**src/rtl/decoder_pkg.sv**
```systemverilog
// ----------------------------------------------------------------------------
// decoder_pkg
// Shared constants for decoder_scan: mode encodings, FSM state encoding and
// a one-hot helper sized for the widest supported select (MAX_N bits).
// ----------------------------------------------------------------------------
package decoder_pkg;

    // Widest select the one-hot helper supports; callers truncate its result.
    localparam int unsigned MAX_N = 8;
    localparam int unsigned MAX_W = 1 << MAX_N;

    // mode input encoding
    localparam logic MODE_DIRECT = 1'b0;
    localparam logic MODE_SCAN   = 1'b1;

    // FSM state encoding
    localparam logic [1:0] ST_IDLE   = 2'd0;
    localparam logic [1:0] ST_DIRECT = 2'd1;
    localparam logic [1:0] ST_SCAN   = 2'd2;

    // One-hot decode of sel; caller casts down to its 2**N width.
    function automatic logic [MAX_W-1:0] onehot(input logic [MAX_N-1:0] sel);
        logic [MAX_W-1:0] v;
        v      = '0;
        v[sel] = 1'b1;
        return v;
    endfunction

endpackage

```
**src/rtl/decoder_scan_if.sv**
```systemverilog
// ----------------------------------------------------------------------------
// decoder_scan_if
// Control and select-line bundle of decoder_scan.
//   en    : enable (0 = all lines inactive, scan state frozen)
//   mode  : MODE_DIRECT / MODE_SCAN
//   x     : select in direct mode, start index on scan entry
//   y     : registered one-hot select lines (polarity set by the decoder)
//   idx   : registered index currently decoded onto y
//   valid : exactly one y line active
//   wrap  : one-cycle pulse when the scan index rolls over to 0
// master = controller side, slave = decoder side.
// ----------------------------------------------------------------------------
interface decoder_scan_if #(
    parameter int unsigned N = 2
);
    localparam int unsigned W = 1 << N;

    logic         en;
    logic         mode;
    logic [N-1:0] x;
    logic [W-1:0] y;
    logic [N-1:0] idx;
    logic         valid;
    logic         wrap;

    modport master (
        output en,
        output mode,
        output x,
        input  y,
        input  idx,
        input  valid,
        input  wrap
    );

    modport slave (
        input  en,
        input  mode,
        input  x,
        output y,
        output idx,
        output valid,
        output wrap
    );
endinterface

```
**src/rtl/decoder_scan_tick_gen.sv**
```systemverilog
// ----------------------------------------------------------------------------
// tick_gen
// Scan-step prescaler: counts 0..TICK_DIV-1 while enabled and flags the
// terminal count. The count holds while disabled, so a paused scan resumes
// with its remaining count.
//   clk, reset : clock, synchronous active-high reset
//   clear      : restart the count at 0 (wins over enable)
//   enable     : advance the count this cycle
//   tick_c     : combinational, high when enabled at terminal count
// ----------------------------------------------------------------------------
module tick_gen #(
    parameter int unsigned TICK_DIV = 4
) (
    input  logic clk,
    input  logic reset,
    input  logic clear,
    input  logic enable,
    output logic tick_c
);

    localparam int unsigned CNT_W = (TICK_DIV > 1) ? $clog2(TICK_DIV) : 1;
    localparam logic [CNT_W-1:0] TERM = CNT_W'(TICK_DIV - 1);

    logic [CNT_W-1:0] cnt_q;

    assign tick_c = enable && (cnt_q == TERM);

    // prescaler count
    always_ff @(posedge clk) begin
        if (reset) begin
            cnt_q <= '0;
        end else if (clear) begin
            cnt_q <= '0;
        end else if (enable) begin
            cnt_q <= tick_c ? '0 : cnt_q + CNT_W'(1);
        end
    end

endmodule

```
**src/rtl/decoder_scan.sv**
```systemverilog
// ----------------------------------------------------------------------------
// decoder_scan
// Registered N-to-2**N one-hot decoder with enable and an auto-scan mode.
// Direct mode decodes x with one cycle of latency; scan mode steps its own
// index through every line, one step per TICK_DIV cycles.
//   clk, reset : clock, synchronous active-high reset
//   bus        : decoder_scan_if.slave (en, mode, x in; y, idx, valid, wrap out)
// Parameters: N (select width, 1..MAX_N), TICK_DIV (cycles per scan step,
// >= 1), ACTIVE_LOW (1 = inactive lines driven high).
// ----------------------------------------------------------------------------
module decoder_scan
    import decoder_pkg::*;
#(
    parameter int unsigned N          = 2,
    parameter int unsigned TICK_DIV   = 4,
    parameter bit          ACTIVE_LOW = 1'b0
) (
    input logic           clk,
    input logic           reset,
    decoder_scan_if.slave bus
);

    localparam int unsigned  W        = 1 << N;
    localparam logic [W-1:0] Y_IDLE   = ACTIVE_LOW ? {W{1'b1}} : {W{1'b0}};
    localparam logic [N-1:0] IDX_LAST = {N{1'b1}};

    logic [1:0]   state_q, state_d;
    logic [N-1:0] idx_q,   idx_d;
    logic [W-1:0] y_q,     y_d;
    logic         valid_q, valid_d;
    logic         wrap_q,  wrap_d;
    // Set by reset and DIRECT: the next SCAN entry must reload idx from x.
    logic         armed_q, armed_d;

    logic reload_c;
    logic scan_c;
    logic psc_clear_c;
    logic psc_en_c;
    logic tick_c;

    assign reload_c    = armed_q || (state_q == ST_DIRECT);
    assign scan_c      = bus.en && (bus.mode == MODE_SCAN);
    assign psc_clear_c = bus.en && ((bus.mode == MODE_DIRECT) || reload_c);
    assign psc_en_c    = scan_c && !reload_c;

    tick_gen #(
        .TICK_DIV (TICK_DIV)
    ) u_tick_gen (
        .clk    (clk),
        .reset  (reset),
        .clear  (psc_clear_c),
        .enable (psc_en_c),
        .tick_c (tick_c)
    );

    // Next state and next registered outputs
    always_comb begin
        state_d = ST_IDLE;
        idx_d   = idx_q;
        y_d     = Y_IDLE;
        valid_d = 1'b0;
        wrap_d  = 1'b0;
        armed_d = armed_q;

        if (!bus.en) begin
            state_d = ST_IDLE;
        end else if (bus.mode == MODE_DIRECT) begin
            state_d = ST_DIRECT;
            idx_d   = bus.x;
            armed_d = 1'b1;
            valid_d = 1'b1;
            y_d     = W'(onehot(MAX_N'(idx_d))) ^ Y_IDLE;
        end else begin
            state_d = ST_SCAN;
            valid_d = 1'b1;
            if (reload_c) begin
                // Entry: start from x; no wrap even if idx rolls to 0 here.
                idx_d   = bus.x;
                armed_d = 1'b0;
            end else if (tick_c) begin
                idx_d  = idx_q + N'(1);
                wrap_d = (idx_q == IDX_LAST);
            end
            y_d = W'(onehot(MAX_N'(idx_d))) ^ Y_IDLE;
        end
    end

    // State and output registers
    always_ff @(posedge clk) begin
        if (reset) begin
            state_q <= ST_IDLE;
            idx_q   <= '0;
            y_q     <= Y_IDLE;
            valid_q <= 1'b0;
            wrap_q  <= 1'b0;
            armed_q <= 1'b1;
        end else begin
            state_q <= state_d;
            idx_q   <= idx_d;
            y_q     <= y_d;
            valid_q <= valid_d;
            wrap_q  <= wrap_d;
            armed_q <= armed_d;
        end
    end

    assign bus.y     = y_q;
    assign bus.idx   = idx_q;
    assign bus.valid = valid_q;
    assign bus.wrap  = wrap_q;

endmodule

```
**src/flat_wrapper.sv**
```systemverilog
// flat-port wrapper written by rule: the top's interface ports become plain ports
module decoder_scan_flat import decoder_pkg::*;
#(
    parameter int unsigned N          = 2,
    parameter int unsigned TICK_DIV   = 4,
    parameter bit          ACTIVE_LOW = 1'b0
)
  (clk, reset, bus_en, bus_mode, bus_x, bus_y, bus_idx, bus_valid, bus_wrap);
  decoder_scan_if #(.N(N)) bus_i ();
  input logic clk;
  input logic reset;
  input wire logic [$bits(bus_i.en)-1:0] bus_en;
  input wire logic [$bits(bus_i.mode)-1:0] bus_mode;
  input wire logic [$bits(bus_i.x)-1:0] bus_x;
  output wire logic [$bits(bus_i.y)-1:0] bus_y;
  output wire logic [$bits(bus_i.idx)-1:0] bus_idx;
  output wire logic [$bits(bus_i.valid)-1:0] bus_valid;
  output wire logic [$bits(bus_i.wrap)-1:0] bus_wrap;
  assign bus_i.en = bus_en;
  assign bus_i.mode = bus_mode;
  assign bus_i.x = bus_x;
  assign bus_y = bus_i.y;
  assign bus_idx = bus_i.idx;
  assign bus_valid = bus_i.valid;
  assign bus_wrap = bus_i.wrap;
  decoder_scan #(.N(N), .TICK_DIV(TICK_DIV), .ACTIVE_LOW(ACTIVE_LOW)) u_core (.clk(clk), .reset(reset), .bus(bus_i));
endmodule
```
**config.mk**
```make
export PLATFORM = sky130hd
export DESIGN_NAME = decoder_scan_flat
export DESIGN_NICKNAME = d
export VERILOG_FILES = /design/src/rtl/decoder_pkg.sv /design/src/rtl/decoder_scan_if.sv /design/src/rtl/decoder_scan_tick_gen.sv /design/src/rtl/decoder_scan.sv /design/src/flat_wrapper.sv
export SDC_FILE = /design/constraint.sdc
export NUM_CORES = 1
export LEC_CHECK = 0
export BUFFER_PORTS_ARGS = -buffer_cell sky130_fd_sc_hd__buf_2
export CORE_MARGIN = 4
export CORE_UTILIZATION = 32
export CTS_CLUSTER_DIAMETER = 100
export DETAILED_ROUTE_END_ITERATION = 16
export GPL_ROUTABILITY_DRIVEN = 0
export GPL_TIMING_DRIVEN = 0
export PLACE_DENSITY = 0.54
export RECOVER_POWER = 50
export SLEW_MARGIN = 20
export SYNTH_ARGS = -nofsm -noshare
export SYNTH_HDL_FRONTEND = slang
export SYNTH_SLANG_ARGS = --single-unit
```
**constraint.sdc**
```tcl
create_clock -name clk -period 1.8 [get_ports clk]
set_input_delay 0.27 -clock clk [delete_from_list [all_inputs] [get_ports clk]]
set_output_delay 0.27 -clock clk [all_outputs]
set_load 0.05 [all_outputs]
```
==> impl_results.md, run 1 <==
- Routed wire length: 1.32 mm
- Nets: 90
- Largest family of logic cells by synthesized area: simple AND/OR/NAND/NOR gates
- H-tree depth: 1
- Maximum clock rate: 0.639 GHz
- Critical Path AT: 1.75 ns
- Worst Setup Path Type: flip-flop to flip-flop
- Core area: 0.00176 mm2
- CTS Buffer Depth: 2
- Remaining DRCs: 0
- Congestion Overflow GR: 0
- Adder-cell share of the synthesized area: 0.0413
- Asr flop ratio synth: 0
- Ys flop type: dfxtp_1
- Instance count of the mapped netlist: 65
- Starting Density: 0.343
- Share of the yosys chip area belonging to registers: 0.430
- Flop pwr share: 0.522
- Post-synth EDFFs: 0
- # setup viols final: 0
- Pre-antenna DRT Iters: 2
- Initial antenna violation count: 0
- Port-buffer cells: 12
- Num CTS Buffers: 3
- LEAKAGE: 0.280 nW
- Synth Register Bits: 13
- Post-CTS Resized: 0
- RSZ-0062 raised after global routing: false
- R2r setup slk: 0.23 ns
- Worst Skew: 0.00983 ns
- Share of layout cells above drive strength 1: 0.160
- Tmin final: 1.57 ns
- Die W: 51.5 um
- Int Power: 0.417 mW
- Total number of vias: 498
- Average wire per standard cell: 12.4 um
- Status: complete, no violations
- Antenna diodes: 0
- Max-cap viol count: 0
- Die Y: 51.5 um
- Synth cell types: 27
- Clk root buf: clkbuf_4
- Cts hold-fix bufs: 0
- First-pass GRT wire length: 2.19 mm
- Dpl hpwl: 976 um
- Synth Area in Compound Gates: 0.215
- Setup bufs post-CTS: 0
- CTS tree: done
- Area Growth Syn to Fin: 18.2%
- Worst Max-Slew Pin Slew: 0.594 ns
- Slew Limit Headroom: 0.606
- Slew Viols, Final: 0
- Antenna viol nets, final: 0
- Mux contribution to synthesized area: 0.0248
- Syn Area/Cell: 9.32 um2
- Clock power frac: 0.302
- Synth Warn #: 0
- Worst Path Max Fanout: 3
- Synth Area in XOR/XNOR: 0.0145
- Die Area: 0.00265 mm2
- Max VDD drop: 326 uV
- Vias/cell: 4.70
- Psw: 0.170 mW
- Crit share post-route: 0.870
- Critical path startpoint category: flip-flop
- Syn Nets: 73
- Final hold vios: 0
- Worst skew pair latency: 0.27 ns
- Standard-cell row count: 15
- CP endpoint kind: flip-flop
- Clk slew on worst S/H paths: 0.08 ns
- Req. time, crit path: 1.98 ns
- Switching fraction of total power: 0.290
- Power Dens Cells: 820 mW/mm2
- Top Ports: 14
- Largest net degree at the start of global routing: 11
- Simple-Gate Fraction of Synth Area: 0.219
- Most frequent cells in the layout: dfxtp_1, clkbuf_1, buf_2
- Post-Syn Area: 606 um2
- HP Class: input pin to flip-flop
- Total GRT Usage: 0.111
- Vias in the first global route: 531
- Hold WS: 0.236 ns
- Commonest non-fill, non-tap cell in the layout: dfxtp_1
- Setup TNS: 0 ns
- Logic pwr share: 0.176
- Initial drt markers: 1
- Clock sinks: 13
[worst max-delay path, stage by stage (launching register included)]
cell and delay (ns):
dfxtp_1 0.37, ha_1 0.24, nand3_4 0.11, mux2_4 0.33, o21a_1 0.20, o31ai_1 0.23
[path summary, 6_finish.rpt]
path,start,to,depth (start not counted)
hold reg to reg,u_core.u_tick_gen.cnt_q[1],u_core.u_tick_gen.cnt_q[1],2
setup / recovery,u_core.u_tick_gen.cnt_q[0],u_core.bus.y[0],5
setup reg to reg,u_core.u_tick_gen.cnt_q[0],u_core.bus.y[0],5
hold / removal,bus_x[0],u_core.bus.y[2],2
[stage by stage]
step	cell area [um2]	util	power, mW	instances	worst slack (ns)
2_1_floorplan	606	-	0.388	65	0.0841
3_3_place_gp	697	0.395	0.415	102	0.283
3_5_place_dp	697	0.395	0.418	102	0.278
4_1_cts	723	0.410	0.599	106	0.240
5_1_grt	716	0.406	0.617	106	0.142
6_report	716	0.406	0.587	106	0.235
[flip-flops by register name (all words and copies together) (netlist names)]
signal                   count
u_core.bus.y                 4
u_core.bus.valid             1
u_core.bus.idx               2
u_core.armed_q               1
u_core.bus.wrap              1
u_core.state_q               2
u_core.u_tick_gen.cnt_q      2
[power by group through the flow]
stage	combinational [mW]	clock [mW]	sequential, mW
2_1_floorplan	0.0485	0	0.340
3_3_place_gp	0.103	0	0.312
3_5_place_dp	0.105	0	0.313
4_1_cts	0.105	0.187	0.306
5_1_grt	0.112	0.196	0.308
6_report	0.103	0.177	0.307
[layout make-up]
cell class	instances	area, um2
flip-flops and latches	13	260
inverters	3	11.3
repair buffers	12	52.6
fillers	203	1050
clock buffers	4	26.3
multi-input cells	45	312
plain buffers	4	22.5
well taps	25	31.3
[synthesized netlist by cell type (all sizes together) (2+ instances only)]
master	count	area share
dfxtp	13	0.43
nand3	5	0.062
nor2	5	0.031
o21ai	4	0.033
clkbuf	3	0.019
inv	3	0.019
nand2b	3	0.031
a211oi	2	0.025
a21boi	2	0.025
a21oi	2	0.017
ha	2	0.041
nand2	2	0.012
nand4	2	0.021
nor2b	2	0.033
o211ai	2	0.025
o21a	2	0.025
o31ai	2	0.025
o32ai	2	0.029
[cell families (layout without fill, tap and decap cells)]
family / after synthesis / after routing
buffers and inverters: 7 / 23
AND/OR/NAND/NOR: 22 / 22
adder cells (fa/ha/maj): 2 / 2
flip-flops: 13 / 13
XOR/XNOR: 1 / 1
AO/OA/AOI/OAI: 19 / 19
multiplexers: 1 / 1
[routing by layer]
| metal | track usage | part of all wire | vias up |
|---|---|---|---|
| li1 | - | - | 263 |
| met1 | 0.134 | 0.49 | 229 |
| met2 | 0.167 | 0.47 | 6 |
| met3 | 0.0315 | 0.037 | 0 |
| met4 | 0.0786 | 0 | 0 |
| met5 | 0 | 0 | - |
Note: power is estimated with default switching activity, not from simulation.
==> run 2: changes to the inputs <==
- ABC_AREA: unset -> 1
- PLACE_DENSITY: 0.54 -> 0.53
==> run 2 against run 1 <==
Global-route usage down 0.17 points. Non-clock buffer count down 2. Clock skew down 0.0031 ns. Worst setup slack better by 0.17 ns. Combinational power up 6%. Via count up 25%. Critical path type unchanged.
==> impl_results.md, run 2 <==
- Num CTS Buffers: 3 (unchanged)
- R2R depth: 7 (+2)
- Remaining DRCs: 0 (unchanged)
- Share of the yosys chip area belonging to registers: 0.390 (-0.0395)
- Standard-cell row count: 16 (+1)
- Filler cells: 227 (+12%)
- Req. time, crit path: 2.01 ns (+0.03 ns)
- Vias/cell: 4.68 (-0.30%)
- Worst skew pair latency: 0.28 ns (about the same)
- CTS tree: done
- Synth Register Bits: 13 (unchanged)
- Critical path startpoint category: flip-flop
- # setup viols final: 0 (unchanged)
- Maximum clock rate: 0.719 GHz (+13%)
- Die W: 53.7 um (+4.2%)
- Syn Nets: 98 (+34%)
- Clk root buf: clkbuf_4
- Die Area: 0.00288 mm2 (+8.5%)
- Clock power frac: 0.304 (+0.002)
- Commonest non-fill, non-tap cell in the layout: nand2_1
- Area Growth Syn to Fin: 15.0%
- Worst Skew: 0.00675 ns (-0.00308 ns)
- Core area: 0.00196 mm2 (+11%)
- CTS Buffer Depth: 2 (unchanged)
- Share of layout cells above drive strength 1: 0.170 (+0.00932)
- Clk slew on worst S/H paths: 0.08 ns (about the same)
- Worst setup margin: 0.409 ns (+0.175 ns)
- Starting Density: 0.340 (-0.00334)
- Max-cap viol count: 0 (unchanged)
- HP Class: input pin to flip-flop
- First-pass GRT wire length: 2.24 mm (+2.2%)
- Asr flop ratio synth: 0 (unchanged)
- Routed wire length: 1.36 mm (+3.2%)
- Worst Max-Slew Pin Slew: 0.595 ns (+0.00131 ns)
- DP Worst Slack: 0.511 ns (+0.232 ns)
- Most frequent cells in the layout: nand2_1, dfxtp_1, nand3_1
- Slew Viols, Final: 0 (unchanged)
- Vias in the first global route: 545 (+2.6%)
- Ys flop type: dfxtp_1
- Worst Path Max Fanout: 6 (+3)
- CP endpoint kind: flip-flop
- LEAKAGE: 0.344 nW (+23%)
- Max VDD drop: 407 uV (+25%)
- Synth top area cells: dfxtp_1, nand2_1, nand3_1
- Worst hold path endpoint: u_core.bus.valid
- Dominant cell type by area after synthesis: dfxtp_1
- RSZ-0062 raised after global routing: false
- Power Dens Cells: 778 mW/mm2 (-5.2%)
- Flop pwr share: 0.513 (-0.009)
- Int Power: 0.415 mW (-0.54%)
- Register Area: 260 um2 (unchanged)
- Die Y: 53.7 um (+4.2%)
- Post-CTS Resized: 0 (unchanged)
- Critical Path AT: 1.60 ns (-0.15 ns)
- Initial drt markers: 20 (+19)
- Setup bufs post-CTS: 0 (unchanged)
- Antenna diodes: 0 (unchanged)
- Synth cell types: 18 (-33%)
- Clock sinks: 13 (unchanged)
- Nets: 115 (+28%)
- Dpl hpwl: 1.03 mm (+5.4%)
- Initial antenna violation count: 0 (unchanged)
- Count leader, synth: nand2_1
- Cts hold-fix bufs: 0 (unchanged)
- Antenna viol nets, final: 0 (unchanged)
- Post-Syn Area: 667 um2 (+10%)
- Average wire per standard cell: 10.2 um (-18%)
- Worst hold path stage count: 2 (unchanged)
- Tmin final: 1.39 ns (-0.175 ns)
- Crit share post-route: 0.773 (-0.0970)
- Final Core Density: 0.391 (-0.0147)
- Largest register FFs: 4 (unchanged)
- Final hold vios: 0 (unchanged)
- Total GRT Usage: 0.109 (-0.00167)
- Synth Warn #: 0 (unchanged)
- Congestion Overflow GR: 0 (unchanged)
- Total number of vias: 623 (+25%)
- Synth top cells by count: nand2_1, dfxtp_1, inv_1, nand3_1, a21oi_1
- Syn Area/Cell: 7.41 um2 (-20%)
- R2r endpoint: u_core.bus.y[1]
- Setup TNS: 0 ns (unchanged)
- Instance count of the mapped netlist: 90 (+38%)
- Status: complete, no violations
- Pre-antenna DRT Iters: 4 (+2)
- Reg-to-Reg Start: u_core.u_tick_gen.cnt_q[0]
- Post-synth EDFFs: 0 (unchanged)
- Port-buffer cells: 12 (unchanged)
- R2r setup slk: 0.41 ns (+0.17 ns)
- Slew Limit Headroom: 0.605 (-0.000873)
- Logic pwr share: 0.183 (+0.007)
- Hold Crit Start: reset
- Top Ports: 14 (unchanged)
- H-tree depth: 1 (unchanged)
- Switching fraction of total power: 0.304 (+0.0148)
- Synth top area share: 0.390 (-0.0395)
- Worst Setup Path Type: flip-flop to flip-flop
- Largest net degree at the start of global routing: 11 (unchanged)
- Area occupied by multi-input gates: 325 um2 (+4.4%)
- Psw: 0.181 mW (+6.8%)
==> run 2: layout make-up <==
| class | instances | share of cell area |
|---|---|---|
| timing repair buffer | 12 | 0.0685 |
| clock buffer | 4 | 0.0343 |
| inverter | 13 | 0.0653 |
| tap | 27 | 0.0440 |
| multi-input combinational | 62 | 0.424 |
| buffer | 2 | 0.0245 |
| sequential | 13 | 0.339 |
==> run 2: cells by family after synthesis <==
logic type,share of synthesized area
AO/OA/AOI/OAI,0.122
adder cells (fa/ha/maj),0.0375
buffers and inverters,0.103
flip-flops,0.390
AND/OR/NAND/NOR,0.347
==> run 2: power by group through the flow <==
stage	clock [mW]	sequential (mW)	combinational [mW]
detailed placement	0	0.312	0.111
global placement	0	0.313	0.112
finish	0.182	0.306	0.109
global route	0.190	0.307	0.121
floorplan	0	0.338	0.0577
CTS	0.186	0.306	0.112
==> run 2: layer usage <==
| metal | global-route usage | routed length [um] | share of wire | vias up |
|---|---|---|---|---|
| met5 | 0 | 0 | 0 | - |
| met3 | 0.0305 | 76 | 0.056 | 5 |
| li1 | - | - | - | 327 |
| met1 | 0.139 | 652 | 0.48 | 275 |
| met4 | 0.0851 | 33 | 0.024 | 0 |
| met2 | 0.153 | 595 | 0.44 | 16 |
==> run 2: stage by stage <==
stage	cell area (um2)	hold WS [ns]	total power, mW	instances
after floorplan	667	0.353	0.396	90
after global placement	761	0.452	0.424	129
after detailed placement	761	0.462	0.423	129
after CTS	787	0.190	0.603	133
after global routing	767	0.204	0.618	133
final	767	0.190	0.596	133
==> run 2: worst max path at each step <==
stage,from,endpoint,slack (ns),cells past startpoint
floorplan,u_core.bus.idx[0],u_core.bus.y[2],0.27,7
finish,u_core.u_tick_gen.cnt_q[0],u_core.bus.y[1],0.41,7
global route,u_core.u_tick_gen.cnt_q[0],u_core.bus.y[3],0.22,7
CTS,u_core.u_tick_gen.cnt_q[0],u_core.bus.y[1],0.48,7
global placement,u_core.u_tick_gen.cnt_q[0],u_core.bus.y[3],0.51,7
detailed placement,u_core.u_tick_gen.cnt_q[0],u_core.bus.y[3],0.51,7
==> run 2: worst max-delay path, stage by stage (launching register included) <==
cell	delay [ns]
dfxtp_1	0.36
ha_1	0.27
nand3_1	0.20
nand2_1	0.10
nand3_1	0.08
nand2_1	0.10
nand3_1	0.08
a21oi_1	0.12
